File: src/rtl/sonic_v1_15_avst_pkg.sv
// Shared Avalon-ST beat layout and framing rules for the 10G MAC TX/RX timing adapters.
// The 70-bit payload is {data, error, sop, eop, empty} with empty in the LSBs.
package sonic_v1_15_avst_pkg;

  localparam int AVST_DATA_W  = 64;
  localparam int AVST_EMPTY_W = 3;
  localparam int AVST_W       = AVST_DATA_W + AVST_EMPTY_W + 3;

  localparam int AVST_EMPTY_LSB = 0;
  localparam int AVST_EOP_BIT   = AVST_EMPTY_LSB + AVST_EMPTY_W;
  localparam int AVST_SOP_BIT   = AVST_EOP_BIT + 1;
  localparam int AVST_ERR_BIT   = AVST_SOP_BIT + 1;
  localparam int AVST_DATA_LSB  = AVST_ERR_BIT + 1;

  typedef struct packed {
    logic [AVST_DATA_W-1:0]  data;
    logic                    error;
    logic                    sop;
    logic                    eop;
    logic [AVST_EMPTY_W-1:0] empty;
  } avst_beat_t;

  typedef enum logic {
    FS_IDLE   = 1'b0,
    FS_IN_PKT = 1'b1
  } frame_state_e;

  // A sop always opens a packet (even an illegal one), so the tracker resyncs on it.
  function automatic frame_state_e frame_next(input frame_state_e s, input logic sop,
                                              input logic eop);
    if (sop) return eop ? FS_IDLE : FS_IN_PKT;
    if (eop) return FS_IDLE;
    return s;
  endfunction

  function automatic logic frame_violation(input frame_state_e s, input logic sop);
    return (s == FS_IDLE) ? !sop : sop;
  endfunction

endpackage

File: src/rtl/sonic_v1_15_avst_sc_fifo.sv
// Single-clock FIFO with registered level and combinational head read; storage is never cleared.
// Push is ignored when full and pop when empty, so callers cannot corrupt the pointers.
module sonic_v1_15_avst_sc_fifo
  import sonic_v1_15_avst_pkg::*;
#(
  parameter int DEPTH = 4,
  parameter int WIDTH = AVST_W
) (
  input  logic                     clk,
  input  logic                     reset_n,
  input  logic                     push_i,
  input  logic [WIDTH-1:0]         push_dat_i,
  input  logic                     pop_i,
  output logic [WIDTH-1:0]         head_dat_o,
  output logic [$clog2(DEPTH):0]   level_o
);

  localparam int PW = (DEPTH > 1) ? $clog2(DEPTH) : 1;
  localparam int LW = $clog2(DEPTH) + 1;
  localparam logic [LW-1:0] FULL_LVL = LW'(DEPTH);
  localparam logic [PW-1:0] LAST_PTR = PW'(DEPTH - 1);

  logic [WIDTH-1:0] mem_q [DEPTH];
  logic [PW-1:0]    wr_ptr_q, wr_ptr_d;
  logic [PW-1:0]    rd_ptr_q, rd_ptr_d;
  logic [LW-1:0]    level_q, level_d;
  logic             push_ok, pop_ok;

  function automatic logic [PW-1:0] ptr_inc(input logic [PW-1:0] p);
    return (p == LAST_PTR) ? '0 : p + PW'(1);
  endfunction

  assign push_ok = push_i && (level_q != FULL_LVL);
  assign pop_ok  = pop_i && (level_q != '0);

  always_comb begin
    wr_ptr_d = wr_ptr_q;
    rd_ptr_d = rd_ptr_q;
    level_d  = level_q;
    if (push_ok) wr_ptr_d = ptr_inc(wr_ptr_q);
    if (pop_ok)  rd_ptr_d = ptr_inc(rd_ptr_q);
    case ({push_ok, pop_ok})
      2'b10:   level_d = level_q + LW'(1);
      2'b01:   level_d = level_q - LW'(1);
      default: level_d = level_q;
    endcase
  end

  always_ff @(posedge clk) begin
    if (!reset_n) begin
      wr_ptr_q <= '0;
      rd_ptr_q <= '0;
      level_q  <= '0;
    end else begin
      wr_ptr_q <= wr_ptr_d;
      rd_ptr_q <= rd_ptr_d;
      level_q  <= level_d;
    end
  end

  always_ff @(posedge clk) begin
    if (push_ok) mem_q[wr_ptr_q] <= push_dat_i;
  end

  assign head_dat_o = mem_q[rd_ptr_q];
  assign level_o    = level_q;

endmodule

File: src/rtl/blk_09c70e.sv
// 10G MAC TX timing adapter: ready-latency-0 sink to READY_LATENCY source via a small FIFO,
// with a framing checker and delivered-packet counter; out_valid only when delayed ready is high.
module blk_09c70e
  import sonic_v1_15_avst_pkg::*;
#(
  parameter int DEPTH         = 4,
  parameter int READY_LATENCY = 2
) (
  input  logic                   clk,
  input  logic                   reset_n,
  output logic                   in_ready,
  input  logic                   in_valid,
  input  logic [63:0]            in_data,
  input  logic                   in_error,
  input  logic                   in_startofpacket,
  input  logic                   in_endofpacket,
  input  logic [2:0]             in_empty,
  input  logic                   out_ready,
  output logic                   out_valid,
  output logic [63:0]            out_data,
  output logic                   out_error,
  output logic                   out_startofpacket,
  output logic                   out_endofpacket,
  output logic [2:0]             out_empty,
  output logic [$clog2(DEPTH):0] fifo_level,
  output logic                   proto_err,
  output logic [15:0]            pkt_count
);

  localparam int LW = $clog2(DEPTH) + 1;
  localparam logic [LW-1:0] FULL_LVL = LW'(DEPTH);

  avst_beat_t               in_beat;
  logic [AVST_W-1:0]        head_dat;
  logic [LW-1:0]            level;
  logic                     push, pop, rdy_dly;
  logic [READY_LATENCY-1:0] rdy_sr_q, rdy_sr_d;
  frame_state_e             state_q;
  logic                     proto_err_q;
  logic [15:0]              pkt_cnt_q, pkt_cnt_d;

  assign in_beat = avst_beat_t'{
    data:  in_data,
    error: in_error,
    sop:   in_startofpacket,
    eop:   in_endofpacket,
    empty: in_empty
  };

  // in_ready depends on registered level only, keeping in_valid/out_ready off this path.
  assign in_ready = (level < FULL_LVL);
  assign push     = in_valid && in_ready;

  always_comb begin
    rdy_sr_d    = rdy_sr_q;
    rdy_sr_d[0] = out_ready;
    for (int i = 1; i < READY_LATENCY; i++) rdy_sr_d[i] = rdy_sr_q[i-1];
  end

  assign rdy_dly   = rdy_sr_q[READY_LATENCY-1];
  assign out_valid = rdy_dly && (level != '0);
  assign pop       = out_valid;

  sonic_v1_15_avst_sc_fifo #(
    .DEPTH (DEPTH),
    .WIDTH (AVST_W)
  ) u_fifo (
    .clk        (clk),
    .reset_n    (reset_n),
    .push_i     (push),
    .push_dat_i (in_beat),
    .pop_i      (pop),
    .head_dat_o (head_dat),
    .level_o    (level)
  );

  assign out_data          = head_dat[AVST_DATA_LSB +: AVST_DATA_W];
  assign out_error         = head_dat[AVST_ERR_BIT];
  assign out_startofpacket = head_dat[AVST_SOP_BIT];
  assign out_endofpacket   = head_dat[AVST_EOP_BIT];
  assign out_empty         = head_dat[AVST_EMPTY_LSB +: AVST_EMPTY_W];

  always_comb begin
    pkt_cnt_d = pkt_cnt_q;
    if (pop && out_endofpacket) pkt_cnt_d = pkt_cnt_q + 16'd1;
  end

  always_ff @(posedge clk) begin
    if (!reset_n) begin
      rdy_sr_q  <= '0;
      pkt_cnt_q <= '0;
    end else begin
      rdy_sr_q  <= rdy_sr_d;
      pkt_cnt_q <= pkt_cnt_d;
    end
  end

  // Framing tracker watches accepted beats; violations are flagged but the beat still flows.
  always_ff @(posedge clk) begin
    if (!reset_n) begin
      state_q     <= FS_IDLE;
      proto_err_q <= 1'b0;
    end else if (push) begin
      state_q <= frame_next(state_q, in_startofpacket, in_endofpacket);
      if (frame_violation(state_q, in_startofpacket)) proto_err_q <= 1'b1;
    end
  end

  assign fifo_level = level;
  assign proto_err  = proto_err_q;
  assign pkt_count  = pkt_cnt_q;

endmodule

File: config.mk
export PLATFORM = sky130hd
export DESIGN_NAME = blk_09c70e
export DESIGN_NICKNAME = d
export VERILOG_FILES = /design/src/rtl/sonic_v1_15_avst_pkg.sv /design/src/rtl/sonic_v1_15_avst_sc_fifo.sv /design/src/rtl/blk_09c70e.sv
export SDC_FILE = /design/constraint.sdc
export NUM_CORES = 1
export LEC_CHECK = 0
export ABC_AREA = 1
export CAP_MARGIN = 0
export CORE_MARGIN = 4
export CORE_UTILIZATION = 58
export DETAILED_ROUTE_END_ITERATION = 12
export GPL_TIMING_DRIVEN = 0
export PLACE_DENSITY = 0.84
export SYNTH_ARGS = -nofsm -noshare
export SYNTH_HDL_FRONTEND = slang
export SYNTH_SLANG_ARGS = --single-unit
File: constraint.sdc
create_clock -name clk -period 13.3 [get_ports clk]
set_clock_uncertainty 0.15 [all_clocks]
set_input_delay 3.99 -clock clk [delete_from_list [all_inputs] [get_ports clk]]
set_output_delay 3.99 -clock clk [all_outputs]
set_load 0.01 [all_outputs]
==> flow_summary.rst, run 1 <==
.. list-table::
   :header-rows: 1

   * - Metric
     - Value
   * - Total count of hold-check failures in the final report
     - 0
   * - Simple-Gate Fraction of Synth Area
     - 0.0834
   * - Port Buffers
     - 165
   * - Actual transition at the worst max-transition pin
     - 0.993 ns
   * - Met2 Wirelength
     - 14.7 mm
   * - Fraction of final layout cells with drive strength greater than 1
     - 0.0549
   * - All-layer global routing usage
     - 0.248
   * - Post-Layout Cell Count
     - 1,377
   * - HP Class
     - register to register
   * - Routed wire length per instance
     - 20.7 um
   * - Most frequently used flop master after synthesis
     - sky130_fd_sc_hd__edfxtp_1
   * - CTS tree
     - built
   * - Final GP Congestion
     - 0.820
   * - Non-Filler Cell Area, Final
     - 14,800 um2
   * - Required time of the worst setup path
     - 9.16 ns
   * - Initial Utilization
     - 0.596
   * - Placed standard-cell area
     - 13,900 um2
   * - Via count of the first global-routing pass
     - 8,032
   * - Synthesis-stage register bit count
     - 309
   * - Start-to-end type of the worst setup path
     - register to primary output
   * - Max-cap violation count
     - 0
   * - Critical path fanouts, max
     - 10
   * - Grt ovf
     - 0
   * - Final hold slack
     - 0.267 ns
   * - DRC violation count after routing
     - 0
   * - Width of the die
     - 150 um
   * - Complex-gate fraction of the synthesized area
     - 0.112
   * - Netlist cell types
     - 27
   * - Count of routing violations after the opening detailed-route iteration
     - 616
   * - Met1 routed wirelength after detailed routing
     - 10.6 mm
   * - Average footprint of a synthesized cell
     - 13.2 um2
   * - Mux share of post-synthesis cell area
     - 0
   * - Power Dens Cells
     - 144 nW/um2
   * - # fillers
     - 1,213
   * - Sequential Area
     - 8990 um2
   * - Worst reg-to-reg path cell count
     - 6
   * - Number of nets in the finished design
     - 1,174
   * - Sum of negative setup slack
     - 0 ns
   * - Clock latency on the worst-skew pair
     - 0.52 ns
   * - Number of buffers on the longest clock path
     - 3
   * - Pre-CTS setup slack
     - 6.60 ns
   * - # IOs
     - 166
   * - Global-route wire length before repair
     - 43.2 mm
   * - Part of the Yosys area used for sequential elements
     - 0.767
   * - Synth area leader
     - sky130_fd_sc_hd__edfxtp_1
   * - Cell depth of the worst min-delay path
     - 2
   * - Detail Route Antenna Nets
     - 0
   * - CTS Root Cell
     - sky130_fd_sc_hd__clkbuf_16
   * - Post-synthesis xor/xnor area fraction
     - 0.00224
   * - RR Startpoint
     - u_fifo.level_o[2]
   * - Startpoint type of the worst setup path
     - register
   * - PostCTS Resize Cnt
     - 0
   * - Number of clock sinks
     - 309
   * - Worst reg2reg endpoint
     - u_fifo.mem_q[2][7]
   * - Total number of vias
     - 8,004
   * - Arithmetic-cell share of the synthesized area counting full adders, half adders and majority gates
     - 0.00918
   * - Multi-input logic area
     - 2450 um2
   * - Final period util
     - 0.549
   * - Total power draw
     - 2.13 mW
   * - IR drop worst, VDD
     - 96.9 uV
   * - Highest metal used
     - met5
   * - Tmin final
     - 7.30 ns
   * - Post-CTS setup-driven buffer insertion count
     - 0
   * - Met3 wire length
     - 2.71 mm
   * - Core box area
     - 19,700 um2
   * - Total clock buffers created by CTS
     - 29
   * - Y dimension of the die
     - 150 um
   * - Leakage power figure
     - 5.00 nW
   * - Hold path start
     - rdy_sr_q[0]
   * - Utilization after layout
     - 0.754
   * - First-pass iteration count of the detailed router
     - 6
   * - Outcome
     - finished, final reports clean
   * - Total number of yosys warnings
     - 0
   * - Per-cell via count in the routed design
     - 5.81
   * - Number of H-tree levels
     - 1
   * - Number of synthesized flops with an enable pin
     - 280
   * - RSZ-0062 raised after global routing
     - false
   * - Net count of the mapped netlist
     - 970
   * - Maximum achievable frequency
     - 137 MHz
   * - Cts hold-fix bufs
     - 0
   * - Arrival time of the worst setup path
     - 3.16 ns
   * - Netlist area before placement
     - 11,700 um2
   * - Syn-to-layout area delta
     - 26.4%
   * - Largest net degree at the start of global routing
     - 31
   * - Die footprint
     - 22,500 um2
   * - Register-to-register setup slack
     - 10.64 ns
   * - Crit. End Element
     - primary output
   * - Area fraction of the dominant cell type after synthesis
     - 0.717
   * - Post-CTS clock slew at the launch and capture registers of the worst setup and hold paths
     - 0.06 ns
   * - Count of final setup violators
     - 0
   * - Crit path capture
     - out_data[53]
   * - Detailed-placement wirelength estimate
     - 17.8 mm
   * - Cell count after placement
     - 1,326
   * - Row count
     - 51
   * - Share of synthesized registers carrying an async set or reset
     - 0
   * - Sum of routed wire length over all layers
     - 28.5 mm
   * - Top cells by area, synth
     - sky130_fd_sc_hd__edfxtp_1 (72%), sky130_fd_sc_hd__o21ai_0 (6.2%), sky130_fd_sc_hd__nor2_1 (5.6%), sky130_fd_sc_hd__dfxtp_1 (5.0%), sky130_fd_sc_hd__o22ai_1 (3.7%)
   * - Number of antenna violations at the first check in global routing
     - 1
   * - Post-synthesis cell count
     - 888
   * - Worst rel slew slack
     - 0.337
   * - Combinational family with the most area after synthesis
     - compound AO/OA/AOI/OAI gates
   * - Post-route worst setup slack
     - 6.00 ns
   * - Final number of max-transition violations
     - 0
==> worst min-delay path by stage <==
stage,to,slack [ns]
floorplan,rdy_sr_q[1],0.24
global placement,rdy_sr_q[1],0.25
detailed placement,rdy_sr_q[1],0.25
CTS,rdy_sr_q[1],0.26
global route,rdy_sr_q[1],0.33
finish,rdy_sr_q[1],0.27
==> kinds of logic (layout without fill, tap and decap cells) <==
group | Yosys count | count (layout)
flip-flops | 309 | 309
AND/OR/NAND/NOR | 250 | 250
AO/OA/AOI/OAI | 241 | 241
buffers and inverters | 77 | 300
adder cells (fa/ha/maj) | 8 | 8
XOR/XNOR | 3 | 3
other | 0 | 1
==> cells in the mapped netlist (2+ instances only) <==
cell	count
sky130_fd_sc_hd__o22ai_1	69
sky130_fd_sc_hd__clkbuf_1	41
sky130_fd_sc_hd__o21ai_1	2
sky130_fd_sc_hd__nand3b_1	3
sky130_fd_sc_hd__buf_2	3
sky130_fd_sc_hd__nand2_1	57
sky130_fd_sc_hd__ha_1	7
sky130_fd_sc_hd__inv_1	28
sky130_fd_sc_hd__xor2_1	3
sky130_fd_sc_hd__nor2_1	175
sky130_fd_sc_hd__o21ai_0	145
sky130_fd_sc_hd__a21oi_2	2
sky130_fd_sc_hd__nand3_1	11
sky130_fd_sc_hd__a21oi_1	20
sky130_fd_sc_hd__dfxtp_1	29
sky130_fd_sc_hd__buf_1	2
sky130_fd_sc_hd__edfxtp_1	280
sky130_fd_sc_hd__buf_6	2
==> power by group <==
part / switching [mW] / internal, mW / total [mW]
logic: 0.122 / 0.0988 / 0.221
clock network: 0.331 / 0.455 / 0.786
registers: 0.0121 / 1.11 / 1.12
total: 0.465 / 1.66 / 2.13
==> cell type report <==
class                      instances  share of cell area
antenna                            1            0.000169
inverter                          28             0.00710
multi-input combinational        502               0.166
clock inverter                    16              0.0104
sequential                       309               0.607
tap                              265              0.0224
buffer                            49              0.0139
timing repair buffer             173               0.123
clock buffer                      34              0.0503
==> flip-flops by register name, summed over array words and instances, names as in the netlist, named ones only <==
signal	count
pkt_count	16
state_q	1
u_fifo.rd_ptr_q	2
proto_err	1
u_fifo.mem_q	280
u_fifo.level_o	3
u_fifo.wr_ptr_q	2
rdy_sr_q	2
==> placed cells by master, fill, tap and decap left out, types with 7 or more instances in the layout <==
master / n
sky130_fd_sc_hd__o21ai_0: 145
sky130_fd_sc_hd__dfxtp_1: 29
sky130_fd_sc_hd__a21oi_1: 20
sky130_fd_sc_hd__o22ai_1: 69
sky130_fd_sc_hd__nor2_1: 171
sky130_fd_sc_hd__clkbuf_1: 46
sky130_fd_sc_hd__clkbuf_16: 29
sky130_fd_sc_hd__inv_1: 28
sky130_fd_sc_hd__edfxtp_1: 280
sky130_fd_sc_hd__nand3_1: 11
sky130_fd_sc_hd__ha_1: 7
sky130_fd_sc_hd__nand2_1: 57
sky130_fd_sc_hd__clkdlybuf4s50_1: 165
==> per-layer routing <==
metal  GRT usage  vias up
li1            -     3661
met1       0.308     3924
met2       0.433      369
met3      0.0611       48
met4      0.0741        2
met5           0        -
==> critical path, cell delays in order (launching register included) <==
cell	delay (ns)
sky130_fd_sc_hd__dfxtp_1	0.44
sky130_fd_sc_hd__inv_1	0.36
sky130_fd_sc_hd__clkbuf_1	0.42
sky130_fd_sc_hd__clkbuf_1	0.45
sky130_fd_sc_hd__o21ai_0	0.19
sky130_fd_sc_hd__o22ai_1	0.20
sky130_fd_sc_hd__clkdlybuf4s50_1	0.58
Note: power is estimated with default switching activity, not from simulation.
==> inputs of run 2 (changes only) <==
- CORE_UTILIZATION: 58 -> 49
- PLACE_DENSITY: 0.84 -> 0.76
- clock period: 13.3 -> 6.4 ns (I/O delays scaled with it)
==> run 2 against run 1 <==
Net effect: routed wire length down 3.6%; clock power rose by 120%; non-clock buffer count rose by 3; critical path depth unchanged; flip-flop and latch count stayed put; die area is 17% higher; via count is 3.1% lower; sequential share of layout area fell by 0.86 points; setup slack got worse by 4.9 ns; design area is 1.4% higher; first-iteration DRC count is 5.0% higher.
==> flow_summary.rst, run 2 (same netlist as run 1, synthesis figures left out) <==
.. list-table::
   :header-rows: 1

   * - Metric
     - Value
   * - Largest net degree at the start of global routing
     - 29 (was 31)
   * - Reg with most FFs
     - u_fifo.mem_q (unchanged)
   * - Max-cap violation count
     - 0 (unchanged)
   * - Non-Filler Cell Area, Final
     - 15,000 um2 (was 14,800 um2)
   * - Hold path start
     - rdy_sr_q[0] (unchanged)
   * - Y dimension of the die
     - 163 um (was 150 um)
   * - Routing usage on met3
     - 0.0405 (was 0.0611)
   * - Power Dens Cells
     - 299 nW/um2 (was 144 nW/um2)
   * - Routed wire length per instance
     - 19.1 um (was 20.7 um)
   * - CTS Root Cell
     - sky130_fd_sc_hd__clkbuf_16 (unchanged)
   * - Number of antenna violations at the first check in global routing
     - 2 (was 1)
   * - Maximum achievable frequency
     - 188 MHz
   * - Detailed-placement wirelength estimate
     - 17.6 mm (was 17.8 mm)
   * - Most Frequent Cell on Critical Path
     - sky130_fd_sc_hd__clkbuf_1 (unchanged)
   * - PostCTS Resize Cnt
     - 0 (unchanged)
   * - Fraction of final layout cells with drive strength greater than 1
     - 0.0624 (was 0.0549)
   * - Number of clock sinks
     - 309 (unchanged)
   * - Number of nets in the finished design
     - 1,179 (was 1,174)
   * - Count of routing violations after the opening detailed-route iteration
     - 647 (was 616)
   * - Post-CTS clock slew at the launch and capture registers of the worst setup and hold paths
     - 0.06 ns (about the same)
   * - Global-route wire length before repair
     - 42.1 mm (was 43.2 mm)
   * - Leakage power figure
     - 5.06 nW (was 5.00 nW)
   * - Initial Utilization
     - 0.499 (was 0.596)
   * - Cts hold-fix bufs
     - 0 (unchanged)
   * - Cell Chain, Critical Path
     - inv_1, clkbuf_1, clkbuf_1, o21ai_0, o22ai_1, clkdlybuf4s50_1 (unchanged)
   * - Peak per-stage delay on the critical path
     - 0.59 ns (was 0.58 ns)
   * - Width of the die
     - 163 um (was 150 um)
   * - Crit. End Element
     - primary output (unchanged)
   * - Critical path fanouts, max
     - 10 (unchanged)
   * - First-pass iteration count of the detailed router
     - 7 (was 6)
   * - All-layer global routing usage
     - 0.202 (was 0.248)
   * - Placed standard-cell area
     - 14,100 um2 (was 13,900 um2)
   * - # fillers
     - 1,732 (was 1,213)
   * - Start-to-end type of the worst setup path
     - register to primary output (unchanged)
   * - Die footprint
     - 26,500 um2 (was 22,500 um2)
   * - Grt ovf
     - 0 (unchanged)
   * - Global-route met2 utilization
     - 0.347 (was 0.433)
   * - Core box area
     - 23,500 um2 (was 19,700 um2)
   * - # IOs
     - 166 (unchanged)
   * - Final GP Congestion
     - 0.817 (was 0.820)
   * - IR drop worst, VDD
     - 177 uV (was 96.9 uV)
   * - Final period util
     - 0.830
   * - Top library cells by usage in the layout, fill and taps aside
     - sky130_fd_sc_hd__edfxtp_1 (280), sky130_fd_sc_hd__nor2_1 (171), sky130_fd_sc_hd__clkdlybuf4s50_1 (165) (unchanged)
   * - Startpoint type of the worst setup path
     - register (unchanged)
   * - Actual transition at the worst max-transition pin
     - 0.860 ns (was 0.993 ns)
   * - Crit path max-delay cell type
     - sky130_fd_sc_hd__clkdlybuf4s50_1 (unchanged)
   * - RSZ-0062 raised after global routing
     - false (unchanged)
   * - Tmin final
     - 5.31 ns
   * - Sum of routed wire length over all layers
     - 27.5 mm (was 28.5 mm)
   * - Number of buffers on the longest clock path
     - 3 (unchanged)
   * - Utilization after layout
     - 0.640 (was 0.754)
   * - HP Class
     - register to register (unchanged)
   * - Count of final setup violators
     - 0 (unchanged)
   * - Most common cell after layout, fill and taps aside
     - sky130_fd_sc_hd__edfxtp_1 (unchanged)
   * - DRC violation count after routing
     - 0 (unchanged)
   * - Pre-CTS setup slack
     - 1.72 ns (was 6.60 ns)
   * - GRT busiest layer
     - met2 (unchanged)
   * - Worst rel slew slack
     - 0.426 (was 0.337)
   * - Per-cell via count in the routed design
     - 5.38 (was 5.81)
   * - Via count of the first global-routing pass
     - 7,629 (was 8,032)
   * - Detail Route Antenna Nets
     - 0 (unchanged)
   * - Outcome
     - finished, final reports clean (unchanged)
   * - Total inserted antenna cells
     - 0 (was 1)
   * - Post-CTS setup-driven buffer insertion count
     - 0 (unchanged)
   * - Final number of max-transition violations
     - 0 (unchanged)
   * - Total number of vias
     - 7,752 (was 8,004)
   * - CTS tree
     - built (unchanged)
   * - Syn-to-layout area delta
     - 28.2% (was 26.4%)
   * - Clock latency on the worst-skew pair
     - 0.55 ns (was 0.52 ns)
   * - Port Buffers
     - 165 (unchanged)
   * - Required time of the worst setup path
     - 4.33 ns (was 9.16 ns)
   * - Number of flip-flops under the largest register name
     - 280 (unchanged)
   * - Row count
     - 56 (was 51)
   * - RR Startpoint
     - u_fifo.level_o[2] (unchanged)
   * - Arrival time of the worst setup path
     - 3.24 ns (was 3.16 ns)
   * - Global-route met1 utilization
     - 0.271 (was 0.308)
   * - Number of H-tree levels
     - 1 (unchanged)
   * - Total count of hold-check failures in the final report
     - 0 (unchanged)
   * - Post-route worst setup slack
     - 1.09 ns (was 6.00 ns)
   * - Total clock buffers created by CTS
     - 31 (was 29)
==> run 2: changes by cell type in the layout (fill, tap and decap cells not counted), sizes merged <==
| cell | change |
|---|---|
| buf | +3 |
| bufinv | -1 |
| clkbuf | +4 |
| clkinv | -1 |
| clkinvlp | +3 |
| diode | -1 |
| inv | +2 |
==> run 2: layer usage <==
layer,vias up,wire (um)
met2,287,13600
met1,3759,11200
met4,4,405
met5,-,22
met3,35,2270
li1,3667,-
==> run 2: worst paths after layout <==
check | to | slack, ns | cells after the start
worst max-delay path | out_data[55] | 1.09 | 6
worst max register to register | u_fifo.level_o[2] | 3.83 | 10
worst min register to register | rdy_sr_q[1] | 0.27 | 2
worst min-delay path | rdy_sr_q[1] | 0.27 | 2
==> run 2: cell type report <==
class	instances	area [um2]	area share
inverters	28	105	0.00699
flip-flops and latches	309	8990	0.598
repair buffers	176	1910	0.127
clock inverters	19	153	0.0102
multi-input cells	502	2450	0.163
clock buffers	38	812	0.0540
well taps	319	399	0.0266
plain buffers	49	206	0.0137
==> run 2: report_power, final <==
part	switching (mW)	internal [mW]	total [mW]
sequential	0.0222	2.30	2.32
clock	0.723	0.979	1.70
combinational	0.250	0.211	0.461
total	0.996	3.49	4.49
==> run 2: per-stage QoR <==
step	cells	setup TNS [ns]	hold slack [ns]	total power [mW]
3_3_place_gp	1372	-600.46	0.261	2.81
2_1_floorplan	888	0	0.240	2.55
6_report	1440	0	0.270	4.49
5_1_grt	1440	0	0.298	4.65
4_1_cts	1440	0	0.282	4.52
3_5_place_dp	1383	0	0.256	2.83
==> run 2: worst max-delay path, delay by kind of cell (launching register included) <==
| family | cells | cell delay [ns] |
|---|---|---|
| flops | 1 | 0.46 |
| buf+inv | 4 | 1.83 |
| compound gates | 2 | 0.41 |
